`src/rtl/booth_mac_accum.sv`:
```
// rtl/booth_mac_accum.sv - saturating frame accumulator behind the Booth radix-8 multiplier
module booth_mac_accum #(
  parameter int ACC_W = 24,
  parameter int LAT   = 8
) (
  input  logic             clk,
  input  logic             rst_n,
  input  logic             tag_v,
  input  logic [1:0]       tag_sm,
  input  logic             tag_last,
  input  logic             mul_v,
  input  logic [15:0]      mul_p,
  input  logic             clr,
  output logic             res_valid,
  input  logic             res_ready,
  output logic [ACC_W-1:0] res_data,
  output logic [7:0]       res_count,
  output logic             res_sat,
  output logic             err_drop,
  output logic             err_align
);

  localparam logic [ACC_W-1:0] ACC_MAX = {1'b0, {(ACC_W-1){1'b1}}};
  localparam logic [ACC_W-1:0] ACC_MIN = {1'b1, {(ACC_W-1){1'b0}}};

  // Side-band delay line: {v, sm[1:0], last}, one entry per multiplier stage
  logic [3:0] dl [LAT];

  logic       dv;
  logic [1:0] dsm;
  logic       dlast;

  // Always shifts; the multiplier never stalls so neither does its shadow
  always_ff @(posedge clk or negedge rst_n) begin
    if (!rst_n) begin
      for (int i = 0; i < LAT; i++) dl[i] <= 4'd0;
    end else begin
      dl[0] <= {tag_v, tag_sm, tag_last};
      for (int i = 1; i < LAT; i++) dl[i] <= dl[i-1];
    end
  end

  assign dv    = dl[LAT-1][3];
  assign dsm   = dl[LAT-1][2:1];
  assign dlast = dl[LAT-1][0];

  // Running frame state
  logic [ACC_W-1:0] acc;
  logic [7:0]       cnt;
  logic             fsat;

  logic             consume;
  logic [ACC_W-1:0] ext;
  logic [ACC_W:0]   sum_w;
  logic             ovf;
  logic [ACC_W-1:0] clamped;
  logic [7:0]       cnt_next;
  logic             sat_next;

  assign consume  = mul_v && dv;
  // Any signed operand makes the product signed; only 00 is a pure unsigned product
  assign ext      = (dsm != 2'b00) ? {{(ACC_W-16){mul_p[15]}}, mul_p}
                                   : {{(ACC_W-16){1'b0}}, mul_p};
  // One guard bit: overflow shows up as the top two bits disagreeing
  assign sum_w    = {acc[ACC_W-1], acc} + {ext[ACC_W-1], ext};
  assign ovf      = sum_w[ACC_W] ^ sum_w[ACC_W-1];
  assign clamped  = ovf ? (sum_w[ACC_W] ? ACC_MIN : ACC_MAX) : sum_w[ACC_W-1:0];
  assign cnt_next = (cnt == 8'hFF) ? cnt : cnt + 8'd1;
  assign sat_next = fsat | ovf;

  // FIFO handshake
  logic [1:0] occ;
  logic       pop;
  logic       push_req;
  logic       push;
  logic       drop;

  assign pop      = res_valid && res_ready;
  assign push_req = consume && dlast;
  // A pop in the same cycle frees the slot, so a full buffer still accepts
  assign push     = push_req && ((occ != 2'd2) || pop);
  assign drop     = push_req && (occ == 2'd2) && !pop;

  // Accumulate; a frame-last product restarts the frame in the same cycle
  always_ff @(posedge clk or negedge rst_n) begin
    if (!rst_n) begin
      acc  <= '0;
      cnt  <= 8'd0;
      fsat <= 1'b0;
    end else if (clr || (consume && dlast)) begin
      acc  <= '0;
      cnt  <= 8'd0;
      fsat <= 1'b0;
    end else if (consume) begin
      acc  <= clamped;
      cnt  <= cnt_next;
      fsat <= sat_next;
    end
  end

  // Sticky error flags; clr takes priority over a same-cycle event
  always_ff @(posedge clk or negedge rst_n) begin
    if (!rst_n) begin
      err_align <= 1'b0;
      err_drop  <= 1'b0;
    end else if (clr) begin
      err_align <= 1'b0;
      err_drop  <= 1'b0;
    end else begin
      if (mul_v != dv) err_align <= 1'b1;
      if (drop)        err_drop  <= 1'b1;
    end
  end

  // Two-entry result buffer
  logic [ACC_W-1:0] mem_data [2];
  logic [7:0]       mem_cnt  [2];
  logic             mem_sat  [2];
  logic             wr_ptr;
  logic             rd_ptr;

  // Storage and pointers; entries are cleared on reset so res_data reads 0
  always_ff @(posedge clk or negedge rst_n) begin
    if (!rst_n) begin
      for (int i = 0; i < 2; i++) begin
        mem_data[i] <= '0;
        mem_cnt[i]  <= 8'd0;
        mem_sat[i]  <= 1'b0;
      end
      wr_ptr <= 1'b0;
      rd_ptr <= 1'b0;
      occ    <= 2'd0;
    end else begin
      if (push) begin
        mem_data[wr_ptr] <= clamped;
        mem_cnt[wr_ptr]  <= cnt_next;
        mem_sat[wr_ptr]  <= sat_next;
        wr_ptr           <= ~wr_ptr;
      end
      if (pop) rd_ptr <= ~rd_ptr;
      case ({push, pop})
        2'b10:   occ <= occ + 2'd1;
        2'b01:   occ <= occ - 2'd1;
        default: occ <= occ;
      endcase
    end
  end

  assign res_valid = (occ != 2'd0);
  assign res_data  = mem_data[rd_ptr];
  assign res_count = mem_cnt[rd_ptr];
  assign res_sat   = mem_sat[rd_ptr];

endmodule
```
`config.mk`:
```
export PLATFORM = sky130hd
export DESIGN_NAME = booth_mac_accum
export DESIGN_NICKNAME = d
export VERILOG_FILES = /design/src/rtl/booth_mac_accum.sv
export SDC_FILE = /design/constraint.sdc
export NUM_CORES = 1
export LEC_CHECK = 0
export ABC_AREA = 1
export CORE_ASPECT_RATIO = 1.4
export CORE_MARGIN = 3
export CORE_UTILIZATION = 30
export DETAILED_ROUTE_END_ITERATION = 7
export HOLD_SLACK_MARGIN = 0.1
export PLACE_DENSITY = 0.47
export SLEW_MARGIN = 40
export SYNTH_ARGS = -nofsm -noshare
export SYNTH_HDL_FRONTEND = slang
export SYNTH_SLANG_ARGS = --single-unit
```
`constraint.sdc`:
```
create_clock -name clk -period 5.7 [get_ports clk]
set_input_delay 1.71 -clock clk [delete_from_list [all_inputs] [get_ports clk]]
set_output_delay 1.71 -clock clk [all_outputs]
set_load 0.02 [all_outputs]
```
# ---- After elaboration in Yosys (flattened, before gate mapping)
# Cells that the tools add are included.
dict set report word_totals {
  output_inout_bits 36
  elab_cells 90
  register_bits 137
}
dict set report op_classes {
  mux 33
  addsub 4
  n_lt_le_gt_ge 3
  n_bitwise 6
  n_eq_ne 6
  reduce_logical 16
}
# cell n
set ops {}
lappend ops {{$mux W24} 9}
lappend ops {{$mux W8} 7}
lappend ops {{$bwmux W48} 1}
lappend ops {{$add A24 B24 Y25} 1}
lappend ops {{$demux W24 S1} 1}
lappend ops {{$bwmux W16} 1}
lappend ops {{$reduce_bool A2 Y1} 6}
lappend ops {{$mux W1} 10}
lappend ops {{$add A8 B1 Y8 const B} 1}
lappend ops {{$demux W8 S1} 1}
lappend ops {{$eq A8 B8 Y1 const B} 1}
lappend ops {{$logic_and A1 B1 Y1} 7}
lappend ops {{$eq A2 B2 Y1 const B} 2}
lappend ops {{$ge A2 B2 Y1 const B} 2}
lappend ops {{$not A1 Y2} 2}
lappend ops {{$pmux W2 S2} 1}
lappend ops {{$add A2 B1 Y2 const B} 1}
lappend ops {{$bwmux W2} 1}
lappend ops {{$eq A2 B1 Y1 const B} 1}
lappend ops {{$logic_or A1 B1 Y1} 2}
lappend ops {{$lt A2 B1 Y1 const B} 1}
lappend ops {{$ne A2 B2 Y1 const B} 1}
lappend ops {{$not A1 Y1} 2}
lappend ops {{$sub A2 B1 Y2 const B} 1}
lappend ops {{other kinds (5)} 5}

# ---- Logic depth before layout (Yosys ltp)
dict set report depth {
  depth_word 7
  ltp_mapped 18
  depth_no_buf 17
}

# ---- Worst setup path after synthesis
# No wires, ideal clock.
dict set report synth_timing {
  path_kind {input -> register}
  startpoint {input port mul_p[0]}
  endpoint {register mem_data[29] (netlist bit)}
  stages 18
  t_arrival_ns 3.474
  n_path_buf 1
  slack_ns 2.096
  cell_sequence {ha_1 > inv_1 > fa_1 > inv_1 > nand2_1 > nand2_1 > nand3_1 > nand2_2 > nand2_1 > nand3_1 > nand2_1 > nand2_2 > inv_4 > nand2_8 > buf_12 > nand2_2 > nand2_1 > o21ai_1}
}
dict set report synth_between {
  elab_chain_cells 5
  elab_cells_between_ends 6
}
# item line_no
set synth_lines {}
lappend synth_lines {{start: declaration} 12} ;# input logic [15:0] mul_p,
lappend synth_lines {{$mux W24 (*)} 62} ;# assign ext = (dsm != 2'b00) ? {{(ACC_W-16){mul_p[15]}}, mul_p}
lappend synth_lines {{$add A24 B24 Y25 (*)} 65} ;# assign sum_w = {acc[ACC_W-1], acc} + {ext[ACC_W-1], ext};
lappend synth_lines {{$mux W24 or $xor A1 B1 Y1 (tied branches)} {67, 66}}
lappend synth_lines {{$mux W24 (*)} 67} ;# assign clamped = ovf ? (sum_w[ACC_W] ? ACC_MIN : ACC_MAX) : sum_w[ACC_W-1:0];
lappend synth_lines {{$bwmux W48 (*)} 135} ;# mem_data[wr_ptr] <= clamped;
lappend synth_lines {{end signal: indexed assignment} 135}
lappend synth_lines {{end: declaration} 116} ;# logic [ACC_W-1:0] mem_data [2];
# Every way passes the cells marked *; elsewhere a longest branch is shown, timed or not.
# A chain may end at the register's enable or synchronous reset.

# ---- Worst setup path in the final report
dict set report layout_timing {
  startpoint {input port mul_p[0]}
  endpoint {register mem_data[42] (netlist bit)}
}
# Same word-level chain as after synthesis.

==> results.md <==
* Status: complete, no violations
* Hold Path Class: reg2reg
* Hold Fails Final Rpt at 0
* Final Skew at 8.896 ps
* Initial Utilization at 30.99%
* Design area at 0.008800 mm2
* Hold Path Sink: dl[22]
* CTS H-tree depth at 4
* Seq pwr share at 34.9%
* CP max stage delay at 500 ps
* CP endpoint kind: flop
* Area after DPL at 0.008218 mm2
* CP Class: in2reg
* R2R setup slack at 2960 ps
* GR Util All Layers at 15.85%
* Bufs and invs on worst path at 4
* Largest net degree at the start of global routing at 68
* Fillers at 2457
* Hold_buf cts at 0
* Post-synthesis sequential area ratio at 47.01%
* Syn Area/Cell at 7.742 um2
* CTS tree: done
* Yosys Warn Count at 0
* Post-CTS Setup Bufs at 0
* Worst path arrival time at 4440 ps
* Final min period at 4163 ps
* Post-synth EDFFs at 0
* Period utilization at 73.04%
* Buffers on Ports at 60
* Worst Min Path Start: dl[26]
* Num rows at 66
* Actual slew at the worst max-slew pin at 729.5 ps
* Post-Synth Adder-Cell Area at 4.907%
* Main combinational cell family by area after synthesis: simple AND/OR/NAND/NOR gates
* Core area at 0.02354 mm2
* I/O pin total at 61
* CP Launch Type: primary input
* Setup violators final at 0
* Sw frac at 35.52%
* Max-cap viol count at 0
* Hold path depth at 0
* Mapped Area at 0.007293 mm2
* Routed WL per cell at 14.73 um
* Fraction of registers with async set/reset at 100.0%
* Most frequent cells in the layout: 399 x nand2_1, 137 x dfrtp_1, 87 x inv_1, 59 x clkdlybuf4s50_1, 50 x o21ai_0
* Antenna Nets Post-Route at 0
* CTS clk-pin slew, worst paths at 50 ps
* Clock root cell: clkbuf_16
* Setup TNS at 0 ps
* Max VDD drop at 0.2186 mV
* Cts bufs inserted at 17
* First-pass GRT wire length at 32280 um
* Worst-path cell chain: clkdlybuf4s50_1, ha_1, inv_1, fa_1, inv_1, nand2_1, nand2_1, nand3_1, nand2_2, nand2_1, nand3_1, nand2_1, nand2_2, inv_4, nand2_8, nand2_1, nand2_1, o21ai_0
* Post-synthesis simple-gate area fraction at 30.66%
* Max-slew headroom at the worst pin at 51.06%
* Combinational cell fraction of total power at 35.8%
* Reg-to-reg critical path startpoint: dl[2]
* Slew Viols, Final at 0
* Via count at 5985
* Drt pass-1 iters at 5
* Most common cell after layout, fill and taps aside: nand2_1
* Die X at 137.8 um
* Flop and latch count out of synthesis at 137
* Total grt overflow at 0
* Crit. path cell count at 18
* Critical Path Fanout Max at 24
* Area delta synth->final at 20.66%
* Synth Area in Compound Gates at 8.046%
* Slowest-stage cell, CP: clkdlybuf4s50_1
* Mux contribution to synthesized area at 0%
* Cell family with most CP delay: simple AND/OR/NAND/NOR gates
* Cts repair resizes at 0
* Mapped Nets at 995
* Internal at 2.425 mW
* DRC errors left at 0
* Synth cell types at 36
* Xor and xnor fraction of the mapped netlist area at 2.522%
* Number of global-route vias before repair at 6064
* Share of cells above drive strength 1 at 9.046%
* DIE HEIGHT at 190.5 um
* Initial antenna violation count at 0
* Detailed Route Iter0 Violations at 334
* Number of diodes at 0
* Net switching power at 1.336 mW
* Routability cong. at 0.8504
* Clock Power Share at 29.2%
* Clock tree buffer depth at 2
* Worst path required time at 5980 ps
* R2r worst-path depth at 15
* Worst hold-check slack at 342.7 ps
* Detailed Route WL at 19490 um
* FMAX at 0.2402 GHz
* Die ar. at 0.02624 mm2
* Main synth FF type: dfrtp_1
* Synthesized instance count at 942
* Power per Cell Area at 427.3 mW/mm2
* TritonCTS Sinks at 137
* RSZ-0062 raised after global routing: no
* Fin nets at 1057
* Drt via density at 4.524
* Detail Placement HPWL at 14480 um
* Most Frequent Cell on Critical Path: nand2_1
* Clk_lat worst skew at 420 ps
* Lkg Pwr at 4.443 nW
* Crit Reg-Reg Endpoint: mem_data[44]
==> sequential cells by signal, summed over array words and instances (netlist names), 2 cells and up <==
| name | flops |
|---|---|
| mem_data | 48 |
| dl | 32 |
| acc | 24 |
| occ | 2 |
| mem_cnt | 16 |
| mem_sat | 2 |
| cnt | 8 |
==> how the worst max path moves through the flow <==
stage | start | to
6_report | mul_p[0] | mem_data[42]
5_1_grt | mul_p[15] | mem_data[44]
4_1_cts | mul_p[0] | mem_data[44]
3_5_place_dp | mul_p[0] | mem_data[44]
3_3_place_gp | mul_p[0] | mem_data[44]
2_1_floorplan | mul_p[0] | mem_data[29]
==> metal layers <==
| metal | GRT usage, % | wire, um | vias up |
|---|---|---|---|
| met4 | 5.323 | 395 | 0 |
| li1 | - | - | 3082 |
| met1 | 20.78 | 8926 | 2790 |
| met2 | 26.02 | 9496 | 91 |
| met5 | 0 | 0 | - |
| met3 | 3.221 | 670 | 22 |
==> stage by stage <==
step,power [mW],setup WS (ps),instances,utilization [%]
6_report,3.760,1537,1323,37.39
5_1_grt,4.040,1263,1323,37.39
4_1_cts,3.826,1503,1323,37.39
3_5_place_dp,2.698,1072,1291,34.92
2_1_floorplan,2.153,2096,942,-
3_3_place_gp,2.695,1114,1291,34.92
==> worst register-to-register path: stages, from the launching register on <==
cell and delay [ps]:
dfrtp_1 370, o21a_1 300, ha_1 440, nand2_1 160, nor2_1 180, nand2_1 100
nor2_1 110, nand2_1 90, nand3_1 100, nand2_1 60, nand2_2 90, nand2_4 210
nand2_1 160, nand2_1 100, nand2_1 70, o21ai_0 70
==> power by group through the flow <==
stage / clock [mW] / sequential [mW] / combinational (mW)
floorplan: 0 / 1.30 / 0.854
global placement: 0 / 1.33 / 1.37
detailed placement: 0 / 1.33 / 1.37
CTS: 1.13 / 1.32 / 1.38
global route: 1.18 / 1.35 / 1.52
finish: 1.10 / 1.31 / 1.35
==> cell type report <==
| class | instances | area (um2) | area share, % |
|---|---|---|---|
| well taps | 306 | 382.9 | 4.351 |
| flip-flops and latches | 137 | 3428 | 38.96 |
| inverters | 94 | 355.3 | 4.038 |
| clock inverters | 8 | 120.1 | 1.365 |
| clock buffers | 24 | 461.7 | 5.247 |
| repair buffers | 70 | 676.9 | 7.692 |
| multi-input cells | 684 | 3374 | 38.35 |
==> Yosys cell counts (9+ instances only) <==
library cell | n | area share (%)
o21ai_0 | 50 | 3.4
dfrtp_1 | 137 | 47
o21ai_1 | 10 | 0.69
inv_1 | 88 | 4.5
nor3_1 | 9 | 0.62
nand3_1 | 24 | 1.6
xor2_1 | 13 | 1.6
clkbuf_1 | 20 | 1.0
nand2_2 | 24 | 2.1
nand4_1 | 10 | 0.86
a21oi_1 | 29 | 2.0
nand2_4 | 9 | 1.4
ha_1 | 27 | 4.6
nor2_1 | 34 | 1.7
nand2_1 | 399 | 21
==> cells by family after synthesis <==
family | Yosys count
compound gates | 109
xor+xnor | 21
fa+ha+maj | 28
buf+inv | 121
flops | 137
simple gates | 526
No activity file was read; power rests on OpenSTA's default activity.
